<file path="src/rtl/bht_controller.sv">
// Branch history table controller: 2-bit saturating counters behind a
// single-ported store shared by fetch lookups and a one-entry update buffer
// that drains through a read-modify-write sequence.
// Optional build macro BHT_STATS_EN adds update / mispredict counters.
module bht_controller #(
   parameter int         IDX_W      = 6,
   parameter logic [1:0] INIT_VAL   = 2'b01,
   parameter int         STARVE_MAX = 4
) (
   input  logic             i_clk,
   input  logic             i_rst_n,
   input  logic             i_lkp_valid,
   output logic             o_lkp_ready,
   input  logic [IDX_W-1:0] i_lkp_idx,
   output logic             o_pred_valid,
   output logic             o_pred_taken,
   output logic             o_pred_strong,
   input  logic             i_upd_valid,
   output logic             o_upd_ready,
   input  logic [IDX_W-1:0] i_upd_idx,
   input  logic             i_upd_taken,
   input  logic             i_upd_pred,
`ifdef BHT_STATS_EN
   output logic [15:0]      o_upd_cnt,
   output logic [15:0]      o_mispred_cnt,
`endif
   output logic             o_init_done
);

   typedef enum logic [1:0] {S_INIT, S_IDLE, S_UPD_RD, S_UPD_WR} state_t;

   localparam int         DEPTH = 1 << IDX_W;
   localparam logic [3:0] SMAX  = 4'(STARVE_MAX);

   logic [1:0]       mem [DEPTH];
   state_t           state;
   logic [IDX_W-1:0] init_ptr;
   logic             buf_full;
   logic [IDX_W-1:0] buf_idx;
   logic             buf_taken;
   logic [3:0]       starve;
   logic [1:0]       rd_q;

   logic             starve_hit, lkp_fire, upd_fire, upd_go, mem_we;
   logic [IDX_W-1:0] mem_addr;
   logic [1:0]       mem_wdata, rd_data, next_cnt;

   // readiness depends only on registered state, never on the valids
   assign starve_hit  = buf_full && (starve == SMAX);
   assign o_lkp_ready = (state == S_IDLE) && !starve_hit;
   assign o_upd_ready = (state != S_INIT) && !buf_full;
   assign lkp_fire    = i_lkp_valid && o_lkp_ready;
   assign upd_fire    = i_upd_valid && o_upd_ready;
   assign upd_go      = (state == S_IDLE) && buf_full && (!i_lkp_valid || starve == SMAX);

   // single storage port: init sweep, lookup in IDLE, buffered index otherwise
   always_comb begin
      mem_addr  = buf_idx;
      mem_we    = 1'b0;
      mem_wdata = next_cnt;
      if (state == S_INIT) begin
         mem_addr  = init_ptr;
         mem_we    = 1'b1;
         mem_wdata = INIT_VAL;
      end else if (state == S_IDLE) begin
         mem_addr = i_lkp_idx;
      end else if (state == S_UPD_WR) begin
         mem_we = 1'b1;
      end
   end

   assign rd_data = mem[mem_addr];

   // saturating counter step for the buffered outcome
   always_comb begin
      next_cnt = rd_q;
      if (buf_taken) begin
         if (rd_q != 2'b11) next_cnt = rd_q + 2'b01;
      end else begin
         if (rd_q != 2'b00) next_cnt = rd_q - 2'b01;
      end
   end

   // counter storage; no reset, the init sweep defines its contents
   always_ff @(posedge i_clk) begin
      if (mem_we) mem[mem_addr] <= mem_wdata;
   end

   // control FSM, update buffer, starvation counter and prediction outputs
   always_ff @(posedge i_clk or negedge i_rst_n) begin
      if (!i_rst_n) begin
         state         <= S_INIT;
         init_ptr      <= '0;
         o_init_done   <= 1'b0;
         buf_full      <= 1'b0;
         buf_idx       <= '0;
         buf_taken     <= 1'b0;
         starve        <= '0;
         rd_q          <= '0;
         o_pred_valid  <= 1'b0;
         o_pred_taken  <= 1'b0;
         o_pred_strong <= 1'b0;
      end else begin
         case (state)
            S_INIT: begin
               init_ptr <= init_ptr + 1'b1;
               if (init_ptr == {IDX_W{1'b1}}) begin
                  state       <= S_IDLE;
                  o_init_done <= 1'b1;
               end
            end
            S_IDLE:   if (upd_go) state <= S_UPD_RD;
            S_UPD_RD: begin
               rd_q  <= rd_data;
               state <= S_UPD_WR;
            end
            S_UPD_WR: state <= S_IDLE;
            default:  state <= S_INIT;
         endcase

         if (upd_fire) begin
            buf_full  <= 1'b1;
            buf_idx   <= i_upd_idx;
            buf_taken <= i_upd_taken;
         end else if (state == S_UPD_WR) begin
            buf_full <= 1'b0;
         end

         if (upd_go)
            starve <= '0;
         else if (buf_full && lkp_fire && starve != SMAX)
            starve <= starve + 4'd1;

         o_pred_valid <= lkp_fire;
         if (lkp_fire) begin
            o_pred_taken  <= rd_data[1];
            o_pred_strong <= (rd_data[1] == rd_data[0]);
         end
      end
   end

`ifdef BHT_STATS_EN
   logic buf_pred;

   // capture the prediction used, for mispredict accounting
   always_ff @(posedge i_clk or negedge i_rst_n) begin
      if (!i_rst_n)      buf_pred <= 1'b0;
      else if (upd_fire) buf_pred <= i_upd_pred;
   end

   // saturating statistics, bumped when a buffered update is written
   always_ff @(posedge i_clk or negedge i_rst_n) begin
      if (!i_rst_n) begin
         o_upd_cnt     <= '0;
         o_mispred_cnt <= '0;
      end else if (state == S_UPD_WR) begin
         if (o_upd_cnt != 16'hFFFF) o_upd_cnt <= o_upd_cnt + 16'd1;
         if (buf_pred != buf_taken && o_mispred_cnt != 16'hFFFF)
            o_mispred_cnt <= o_mispred_cnt + 16'd1;
      end
   end
`else
   logic unused_pred;
   assign unused_pred = i_upd_pred;
`endif

endmodule

</file>
<file path="config.mk">
export PLATFORM = sky130hd
export DESIGN_NAME = bht_controller
export DESIGN_NICKNAME = d
export VERILOG_FILES = /design/src/rtl/bht_controller.sv
export SDC_FILE = /design/constraint.sdc
export NUM_CORES = 1
export LEC_CHECK = 0
export BUFFER_PORTS_ARGS = -buffer_cell sky130_fd_sc_hd__buf_2
export CAP_MARGIN = 40
export CORE_MARGIN = 2
export CORE_UTILIZATION = 56
export CTS_CLUSTER_SIZE = 40
export DETAILED_ROUTE_END_ITERATION = 8
export PLACE_DENSITY_LB_ADDON = 0.15
export SYNTH_ARGS = -nofsm -noshare
export SYNTH_HDL_FRONTEND = slang
export SYNTH_SLANG_ARGS = --single-unit
</file>
<file path="constraint.sdc">
create_clock -name i_clk -period 4.5 [get_ports i_clk]
set_clock_uncertainty 0.1 [all_clocks]
set_input_delay 0.9 -clock i_clk [delete_from_list [all_inputs] [get_ports i_clk]]
set_output_delay 0.9 -clock i_clk [all_outputs]
set_load 0.05 [all_outputs]
</file>
Word-level counts from Yosys, hierarchy flattened --
Memory sizes are Yosys's and may differ from the RTL's. Index checks and enable logic that the tools add are counted.
Operators by class: add/subtract/negate cells 4, equal/unequal tests 10, multiplexer cells 18, reductions and logical operators 20
Operator list (count):
- 2-to-1 mux 2 bit | 6
- 2-to-1 mux 6 bit | 2
- logical AND 1 bit | 9
- 2-to-1 mux 4 bit | 2
- case mux 2 bit (4 select lines) | 1
- nonzero test 2 bit | 4
- 2-to-1 mux 1 bit | 7
- adder 6 x 1 -> 6 bit (second input constant) | 1
- equality test 6 bit (second input constant) | 1
- adder 4 x 1 -> 4 bit (second input constant) | 1
- equality test 2 bit (second input constant) | 2
- equality test 4 x 3 -> 1 bit (second input constant) | 1
- inequality test 2 bit (second input constant) | 2
- inequality test 4 x 3 -> 1 bit (second input constant) | 1
- AND reduction 2 bit | 2
- logical NOT 1 bit | 3
- adder 2 x 1 -> 2 bit (second input constant) | 1
- equality test 2 x 1 -> 1 bit (second input constant) | 1
- logical NOT 2 bit | 1
- inequality test 2 x 1 -> 1 bit (second input constant) | 1
- subtractor 2 x 1 -> 2 bit (second input constant) | 1
- equality test 1 bit | 1
- logical OR 1 bit | 1
Word-level totals: register bits 26, RAM bits 128, input bits 18, output and inout port bits 6, memories kept 1
Memory list:
- mem | depth 64, bits a word 2, rd ports 1, clocked after memory_dff 0, write ports 1, line 35 | logic [1:0] mem [DEPTH];

Longest topological paths before layout --
Gate-level depths: netlist of the first run.
word-level depth 9, gate-level depth with buffers 14, depth with buffers taken out 11

Worst setup path before layout of the first run --
Ideal clock, no wire load.
kind register to register, start point reg rd_q[0], end point mem mem[0][0] (data pin), library setup time 0.702 ns, arrival time 3.049 ns, slack 0.649 ns, stages on the path, launching flop included 4, clock period less this slack 3.851 ns, path through dfrtp_1 -> inv_1 -> a21oi_1 -> o21ai_0
On the way: cells in the longest elaborated chain, start to end 4, elaborated cells on any way between the ends 8, those cells by class add/sub: 2; eq/ne: 1; mux: 4; reduce/logical: 1
Ends and longest elaborated chain:
- start, declared | line 42 | logic [1:0] rd_q;
- start signal, assigned | line 114 | rd_q <= rd_data;
- subtractor 2 x 1 -> 2 bit, or another cell as far along | line 80 | if (rd_q != 2'b00) next_cnt = rd_q - 2'b01;
- 2-to-1 mux 2 bit (on tied branches) | line 80, 78
- 2-to-1 mux 2 bit (*) | line 77 | if (buf_taken) begin
- 2-to-1 mux 2 bit (*) | line 61 | if (state == S_INIT) begin
- named net mem_wdata[0] | line 46 | logic [1:0] mem_wdata, rd_data, next_cnt;
- end, declared | line 35
The timed path passes the listed nets; every way through them passes the cells marked *.

Worst setup path in the final report of the first run --
start point reg state[1], end point reg o_pred_strong
On the way: cells in the longest elaborated chain, start to end 5, elaborated cells on any way between the ends 8, those cells by class eq/ne: 2; mux: 2; reduce/logical: 3; memory: 1
Ends and longest elaborated chain:
- start, declared | line 36 | state_t state;
- start signal, assigned | line 92 | state <= S_INIT;
- start signal, assigned | line 108 | state <= S_IDLE;
- start signal, assigned | line 112 | S_IDLE: if (upd_go) state <= S_UPD_RD;
- equality test 2 x 1 -> 1 bit | line 50, 65
- 2-to-1 mux 6 bit | line 65 | end else if (state == S_IDLE) begin
- 2-to-1 mux 6 bit | line 61
- memory (64 x 2 bit)
- equality test 1 bit | line 137 | o_pred_strong <= (rd_data[1] == rd_data[0]);
- end signal, assigned | line 137
- end, declared | line 17 | output logic o_pred_strong,
Several ways; a longest one is shown, not always the timed one. A chain may end at the register's enable or synchronous reset.

==> out/results.txt, run 1 <==
Status: completed
Hold Crit Class: reg2reg
Cells along the critical path: inv_1, ha_1, o21a_1, buf_4, a21oi_1, a22oi_1, o22ai_1, a211oi_1, o221a_2, xnor2_1, a21oi_1
CP top delay family: compound AO/OA/AOI/OAI gates
R2R cell count: 11
Vias per cell: 5.99
Wire length per cell: 20.4 um
Util after Layout: 0.638
Worst EP required: 4.69 ns
Reg2reg end: o_pred_strong
Post-synth EDFFs: 128
Slew margin rel.: 0.391
Row cnt: 40
Area post-placement: 7040 um2
Max FO, Critical Path: 19
Synth warn: 0
Antenna diode count: 0
Post-DP HPWL: 8920 um
IR drop worst, VDD: 0.333 mV
Post-Layout Inst Area: 7600 um2
Syn Nets: 520
Layout Nets: 548
Hold-fix buffers, CTS: 0
Clk sinks: 154
Post-route ant nets: 0
Area Overhead vs Synth: 12.5%
CTS H-tree lvls: 4
Die area: 13000 um2
Worst r2r src: state[1]
Io pins: 24
Post-Syn Instances: 494
Total Routing Usage GR: 0.230
Post-CTS setup buffers: 0
Worst-Margin Slew: 0.913 ns
CTS root buffer: clkbuf_16
Post-CTS sizing: 0
Die W: 114 um
Die Height: 114 um
Pre-CTS setup slack: 0.781 ns
Commonest non-fill, non-tap cells in the layout: 128 x edfxtp_1, 73 x nor2_1, 46 x nand2_1, 42 x mux2i_1, 26 x dfrtp_1
RePlAce Congestion: 0.870
Vias in the first global route: 4144
Final-report max-slew violation count: 0
Final Critical Period: 3.73 ns
Post-route setup slack: 0.772 ns
Finished Layout Cells: 682
Post-synthesis sequential area ratio: 0.665
Fin crit share: 0.828
Crit path kind: reg2reg
RSZ-0062 raised after global routing: false
Share of cells above drive strength 1: 0.183
PD cells: 380 nW/um2
PortBufs: 22
Drt total wl: 13900 um
Final Setup Violations: 0
TritonCTS buffer count: 17
Placed Cells: 650
1st-pass router iterations: 5
Critical path depth: 11
Initial Util: 0.567
Final total power: 2.89 mW
Commonest non-fill, non-tap cell in the layout: edfxtp_1
Max incr delay on CP: 0.83 ns
WHS: 0.374 ns
Avg Synthesized Cell Area: 13.7 um2
Fmax: 0.268 GHz
Final Hold Vio Count: 0
Most used cell, CP: a21oi_1
Reg clk slew, reported paths: 0.06 ns
Grt total ovfl: 0
Core Footprint: 11900 um2
Clock tree buffer depth: 2
Crit path from: state[1]
Library cells used by synthesis: 42
DR iter-0 viols: 441
First-pass GRT wire length: 22000 um
Initial antenna violation count: 0
Worst reg-to-reg setup slack: 0.77 ns
CTS tree: yes
Setup crit start kind: flop
Skew-Pair Late Insertion Delay: 0.42 ns
# DRC: 0
Post-Syn Area: 6760 um2
Leak pwr: 2.58 nW
Critical Path End Type: flop
Setup TNS: 0 ns
Max-Cap Viols: 0
Crit path DAT: 3.91 ns
Post-synth top flop: edfxtp_1
Asr flop ratio synth: 0.169
WP buf/inv: 2
Synthesis-stage register bit count: 154
Slowest cell on crit path: o21a_1
Vias post-DR: 4083
Largest net degree at the start of global routing: 65
Crit path to: o_pred_strong
-- flip-flops by register name (all words and copies together), names as in the netlist --
name	cells
o_init_done	1
mem	128
starve	4
o_pred_strong	1
state	2
buf_full	1
o_pred_taken	1
rd_q	2
buf_taken	1
buf_idx	6
o_pred_valid	1
init_ptr	6
-- power by group --
part / switching, mW / total [mW] / internal [mW]
Combinational: 0.00622 / 0.0112 / 0.00497
Clock: 0.539 / 1.35 / 0.813
Sequential: 0 / 1.53 / 1.53
-- synthesized netlist by cell type (2+ instances only) --
master / n / share of area
mux2_2: 16 / 0.027
buf_6: 2 / 0.0033
clkbuf_1: 8 / 0.0044
xor2_1: 2 / 0.0026
a211oi_1: 5 / 0.0056
and2_1: 2 / 0.0019
a22oi_1: 3 / 0.0033
nor2_1: 73 / 0.041
and3_1: 5 / 0.0046
buf_4: 2 / 0.0022
buf_2: 14 / 0.010
o22ai_1: 5 / 0.0046
nand3_1: 21 / 0.016
nand2_1: 46 / 0.026
mux4_2: 10 / 0.033
inv_1: 11 / 0.0061
nand2b_1: 2 / 0.0019
dfrtp_1: 26 / 0.096
or3_1: 3 / 0.0028
o21a_1: 6 / 0.0067
xnor2_1: 5 / 0.0065
nand4_1: 2 / 0.0019
or4_4: 2 / 0.0033
o21ai_0: 13 / 0.0096
o21ai_1: 2 / 0.0015
edfxtp_1: 128 / 0.57
a21oi_1: 16 / 0.012
o21bai_1: 2 / 0.0022
ha_1: 8 / 0.015
mux2i_1: 42 / 0.062
-- worst reg2reg max path, cell delays in order (launching register included) --
cell      delay [ns]
dfrtp_1         0.41
inv_1           0.12
ha_1            0.62
o21a_1          0.84
buf_4           0.32
a21oi_1         0.06
a22oi_1         0.25
o22ai_1         0.13
a211oi_1        0.24
o221a_2         0.28
xnor2_1         0.14
a21oi_1         0.09
-- routing by layer --
metal / up-vias / routed length, um / track usage
met4: 0 / 241 / 0.0675
met2: 159 / 7150 / 0.394
li1: 1876 / - / -
met5: - / 0 / 0
met1: 2026 / 5570 / 0.292
met3: 22 / 966 / 0.0584
-- cells by family after synthesis --
| kind of cell | Yosys count | synth area share |
|---|---|---|
| AOI/OAI and AO/OA | 61 | 0.0600 |
| xor gates and xnor gates | 7 | 0.00908 |
| adders and majority gates | 8 | 0.0148 |
| buffers and inverters | 37 | 0.0265 |
| DFF | 154 | 0.665 |
| muxes | 69 | 0.124 |
| and+or+nand+nor | 158 | 0.0998 |
-- cell type report --
class | count | area (um2)
Sequential cell | 154 | 4490
Multi-Input combinational cell | 303 | 2110
Inverter | 11 | 41.3
Clock buffer | 20 | 437
Fill cell | 913 | 4310
Timing Repair Buffer | 35 | 208
Clock inverter | 12 | 125
Tap cell | 147 | 184
-- worst min path at each step --
stage | endpoint | depth (start not counted) | slack (ns) | start
after floorplan | init_ptr[5] | 1 | 0.36 | init_ptr[5]
after CTS | o_init_done | 1 | 0.37 | o_init_done
after detailed placement | o_init_done | 1 | 0.36 | o_init_done
after global routing | buf_idx[0] | 1 | 0.41 | i_rst_n
after global placement | o_init_done | 1 | 0.36 | o_init_done
final | o_init_done | 1 | 0.37 | o_init_done
Power figures use the tool's default switching activity.
==> run 2, diff against run 1 <==
==> constraint.sdc (replaced) <==
create_clock -name i_clk -period 3.45 [get_ports i_clk]
set_clock_uncertainty 0.1 [all_clocks]
set_input_delay 0.69 -clock i_clk [delete_from_list [all_inputs] [get_ports i_clk]]
set_output_delay 0.69 -clock i_clk [all_outputs]
set_load 0.05 [all_outputs]
==> run 2 against run 1 <==
Effect of this change:
- wire length is 0.32% lower
- count of clock-buffer cells in the layout stayed put
- utilization is 2.1 points higher
- critical endpoint unchanged
==> out/results.txt, run 2 (same netlist as run 1, synthesis figures left out) <==
Status: completed
# DRC: 0
Post-route ant nets: 0
Met2 wire len: 7050 um
Biggest register: mem
Wire length per cell: 20.0 um
Worst EP required: 3.65 ns
Setup crit start kind: flop
Row cnt: 40
Io pins: 24
Slew margin rel.: 0.577
Pre-CTS setup slack: 0.0577 ns
Post-route setup slack: 0.185 ns
Commonest non-fill, non-tap cell in the layout: edfxtp_1
Worst-Margin Slew: 0.634 ns
First-pass GRT wire length: 22100 um
Hold-fix buffers, CTS: 0
Share of cells above drive strength 1: 0.206
CTS tree: yes
Layout Nets: 561
RSZ-0062 raised after global routing: false
Final Hold Vio Count: 0
Largest net degree at the start of global routing: 65
Critical Path End Type: flop
Initial Util: 0.567
Max-Cap Viols: 0
CTS H-tree lvls: 4
Post-DP HPWL: 8940 um
PortBufs: 22
Vias per cell: 5.88
Initial antenna violation count: 0
Vias post-DR: 4087
1st-pass router iterations: 5
Hold Crit Class: in2async
Total Routing Usage GR: 0.232
Setup TNS: 0 ns
Core Footprint: 11900 um2
Area Overhead vs Synth: 16.2%
Biggest registers after layout: mem: 128 flops, buf_idx: 6 flops, init_ptr: 6 flops
Reg clk slew, reported paths: 0.06 ns
Max FFs per register: 128
Antenna diode count: 0
Skew-Pair Late Insertion Delay: 0.42 ns
Top Layer Used: met4
Max FO, Critical Path: 7
Drt total wl: 13900 um
Leak pwr: 2.70 nW
Worst reg-to-reg setup slack: 0.19 ns
DR iter-0 viols: 389
Commonest non-fill, non-tap cells in the layout: 128 x edfxtp_1, 73 x nor2_1, 46 x nand2_1, 42 x mux2i_1, 26 x dfrtp_1
Clk sinks: 154
Vias in the first global route: 4253
Crit path kind: reg2reg
IR drop worst, VDD: 0.344 mV
TritonCTS buffer count: 17
Met3 wire len: 899 um
Crit path DAT: 3.46 ns
Fin crit share: 0.946
Die Height: 114 um
PD cells: 517 nW/um2
CTS root buffer: clkbuf_16
Fmax: 0.306 GHz
Final Critical Period: 3.26 ns
Final Setup Violations: 0
Met1 WL: 5580 um
Die area: 13000 um2
Die W: 114 um
Clock tree buffer depth: 2
Final-report max-slew violation count: 0
Grt total ovfl: 0
RePlAce Congestion: 0.848
## run 2: cell types whose count changed in the layout (fill, tap and decap cells not counted), sizes merged
cell,change
clkinv,-6
buf,+13
bufinv,+4
clkinvlp,+2
## run 2: critical path: stages (launching register included)
cell	delay, ns
dfrtp_1	0.38
inv_1	0.10
ha_1	0.21
mux2_4	0.34
o21ai_4	0.17
buf_12	0.15
buf_4	0.14
mux4_2	0.48
nand2b_1	0.10
o221ai_1	0.13
or4_4	0.45
a21oi_4	0.18
xnor2_1	0.13
a21oi_1	0.08
## run 2: final timing paths
kind / depth (start not counted) / start / end
max reg2reg: 13 / state[1] / o_pred_strong
min reg2reg: 1 / o_init_done / o_init_done
max: 13 / state[1] / o_pred_strong
min: 1 / i_rst_n / init_ptr[3]
max in group asynchronous: 1 / i_rst_n / starve[2]
min in group i_clk: 1 / o_init_done / o_init_done
## run 2: cell type report
cell class                      count  area, um2
Clock buffer                       20        437
Clock inverter                     12        220
Fill cell                         882       4060
Inverter                           11       41.3
Multi-Input combinational cell    303       2110
Sequential cell                   154       4490
Tap cell                          147        184
Timing Repair Buffer               48        359
## run 2: repair_timing
action / CTS / global route
endpoints found under the setup margin: 0 / 1
endpoints found under the hold margin: 0 / 0
gates resized for setup: 0 / 3
setup buffers: 0 / 1
## run 2: where the power goes
part	total (mW)	switching, mW	internal [mW]	leakage, nW
Combinational	0.0144	0.00793	0.00647	1.18
Clock	2.06	0.705	1.35	0.308
Sequential	1.99	0	1.99	1.21
## run 2: through the flow
| step | area (um2) | hold WS (ns) | total power, mW | cells | util |
|---|---|---|---|---|---|
| 3_5_place_dp | 7160 | 0.363 | 2.04 | 662 | 0.601 |
| 3_3_place_gp | 7160 | 0.356 | 2.04 | 662 | 0.601 |
| 6_report | 7850 | 0.163 | 4.06 | 695 | 0.659 |
| 2_1_floorplan | 6760 | 0.294 | 2.03 | 494 | - |
| 5_1_grt | 7850 | 0.201 | 4.16 | 695 | 0.659 |
| 4_1_cts | 7820 | 0.179 | 4.08 | 694 | 0.657 |
## run 2: layer usage
metal  vias up  track usage
met4         0        0.107
met2       154        0.392
met1      1998        0.283
li1       1904            -
met5         -            0
met3        31       0.0595
==> run 3, diff against run 2 <==
==> constraint.sdc (replaced) <==
create_clock -name i_clk -period 2.67 [get_ports i_clk]
set_clock_uncertainty 0.1 [all_clocks]
set_input_delay 0.534 -clock i_clk [delete_from_list [all_inputs] [get_ports i_clk]]
set_output_delay 0.534 -clock i_clk [all_outputs]
set_load 0.05 [all_outputs]
==> run 3 against run 2 <==
Effect of this change:
- the flow now finishes with violations (negative setup slack)
- total power rose by 26%
- maximum frequency up 4.9%
- non-clock buffer count up 53
- worst hold slack got worse by 0.15 ns
- clock power increased by 22%
- via count is 6.0% higher
- critical endpoint unchanged
- largest cell class unchanged
- highest routed layer unchanged
==> out/results.txt, run 3 (same netlist as run 1, synthesis figures left out) <==
Final Critical Period: 3.11 ns
Failing checks: negative setup slack
Post-DP HPWL: 10000 um
Antenna diode count: 0
Finished Layout Cells: 748
R2R cell count: 10
Worst reg-to-reg setup slack: -0.44 ns
RSZ-0062 raised after global routing: true
Post-route ant nets: 0
CTS root buffer: clkbuf_16
PortBufs: 22
Reg clk slew, reported paths: 0.06 ns
Hold-fix buffers, CTS: 0
Core Footprint: 11900 um2
Worst-Margin Slew: 0.894 ns
Final-report max-slew violation count: 0
CTS H-tree lvls: 4
Initial Util: 0.567
Vias per cell: 5.79
Crit path kind: reg2reg
Commonest non-fill, non-tap cell in the layout: edfxtp_1
Clk sinks: 154
Commonest non-fill, non-tap cells in the layout: 128 x edfxtp_1, 69 x buf_4, 60 x nor2_1, 45 x nand2_1, 40 x mux2i_1
Layout Nets: 614
Worst r2r src: state[0]
Largest net degree at the start of global routing: 65
IR drop worst, VDD: 0.684 mV
Total Routing Usage GR: 0.239
Slew margin rel.: 0.402
Share of cells above drive strength 1: 0.318
Max FFs per register: 128
Biggest registers after layout: mem: 128 flops, buf_idx: 6 flops, init_ptr: 6 flops
First-pass GRT wire length: 22600 um
Final total power: 5.10 mW
Skew-Pair Late Insertion Delay: 0.42 ns
Crit path DAT: 3.31 ns
Io pins: 24
PD cells: 608 nW/um2
Grt total ovfl: 0
Initial antenna violation count: 0
Worst EP required: 2.87 ns
Fmax: 0.321 GHz
Row cnt: 40
Wire length per cell: 19.6 um
TritonCTS buffer count: 17
1st-pass router iterations: 5
Leak pwr: 2.96 nW
Die area: 13000 um2
Final Hold Vio Count: 0
Area Overhead vs Synth: 24.1%
CTS tree: yes
Final Setup Violations: 4
Die W: 114 um
Max FO, Critical Path: 5
Drt total wl: 14600 um
Biggest register: mem
Critical Path End Type: flop
Setup TNS: -1.43 ns
Setup crit start kind: flop
Fin crit share: 1.17
Hold Crit Class: in2async
Status: finished with violations
# DRC: 0
Vias post-DR: 4331
Die Height: 114 um
RePlAce Congestion: 0.902
DR iter-0 viols: 388
Pre-CTS setup slack: -0.514 ns
Post-route setup slack: -0.443 ns
Vias in the first global route: 4347
Clock tree buffer depth: 2
Max-Cap Viols: 0
Reg2reg end: o_pred_strong
Placed Cells: 710
[run 3: worst max path at each step]
| stage | slack, ns | depth (start not counted) | from | end |
|---|---|---|---|---|
| after floorplan | -0.42 | 11 | state[1] | o_pred_strong |
| after global placement | -0.43 | 11 | state[0] | o_pred_strong |
| after CTS | -0.39 | 11 | state[0] | o_pred_strong |
| after global routing | -0.51 | 11 | state[1] | o_pred_strong |
| final | -0.44 | 10 | state[0] | o_pred_strong |
| after detailed placement | -0.51 | 11 | state[0] | o_pred_strong |
[run 3: what timing repair did]
item,in CTS,in global routing
gates cloned,0,1
gates resized for setup,8,19
buffers inserted,2,3
pin swaps,3,3
setup endpoints to repair,128,80
[run 3: power breakdown]
group	internal (mW)	total [mW]	switching, mW
sequential	2.57	2.57	0
combinational	0.00845	0.0192	0.0108
clock	1.57	2.51	0.943
[run 3: cell type report]
class	instances	area [um2]
inverter	11	41.3
clock inverter	14	196
fill	818	3530
tap	147	184
timing repair buffer	101	825
multi-input combinational	303	2220
sequential	154	4490
clock buffer	18	429
[run 3: metrics by stage]
step,instance area (um2),hold WS [ns],utilization
2_1_floorplan,6840,0.138,-
3_3_place_gp,7600,0.353,0.638
3_5_place_dp,7600,0.374,0.638
4_1_cts,8270,0.0193,0.694
5_1_grt,8390,0.0476,0.704
6_report,8390,0.00991,0.704
[run 3: critical path, stage by stage (launching register included)]
cell and delay (ns):
dfrtp_1 0.42, ha_4 0.19, mux2_4 0.32, o21ai_4 0.18, buf_12 0.15, mux4_2 0.49
a22o_1 0.23, or4_4 0.51, a21oi_4 0.20, xnor2_1 0.13, a21oi_1 0.08
[run 3: layer usage]
| metal | up-vias | share of wire | global-route usage |
|---|---|---|---|
| li1 | 2014 | - | - |
| met1 | 2132 | 0.41 | 0.305 |
| met2 | 164 | 0.51 | 0.402 |
| met3 | 21 | 0.069 | 0.0569 |
| met4 | 0 | 0.018 | 0.0894 |
| met5 | - | 0 | 0 |
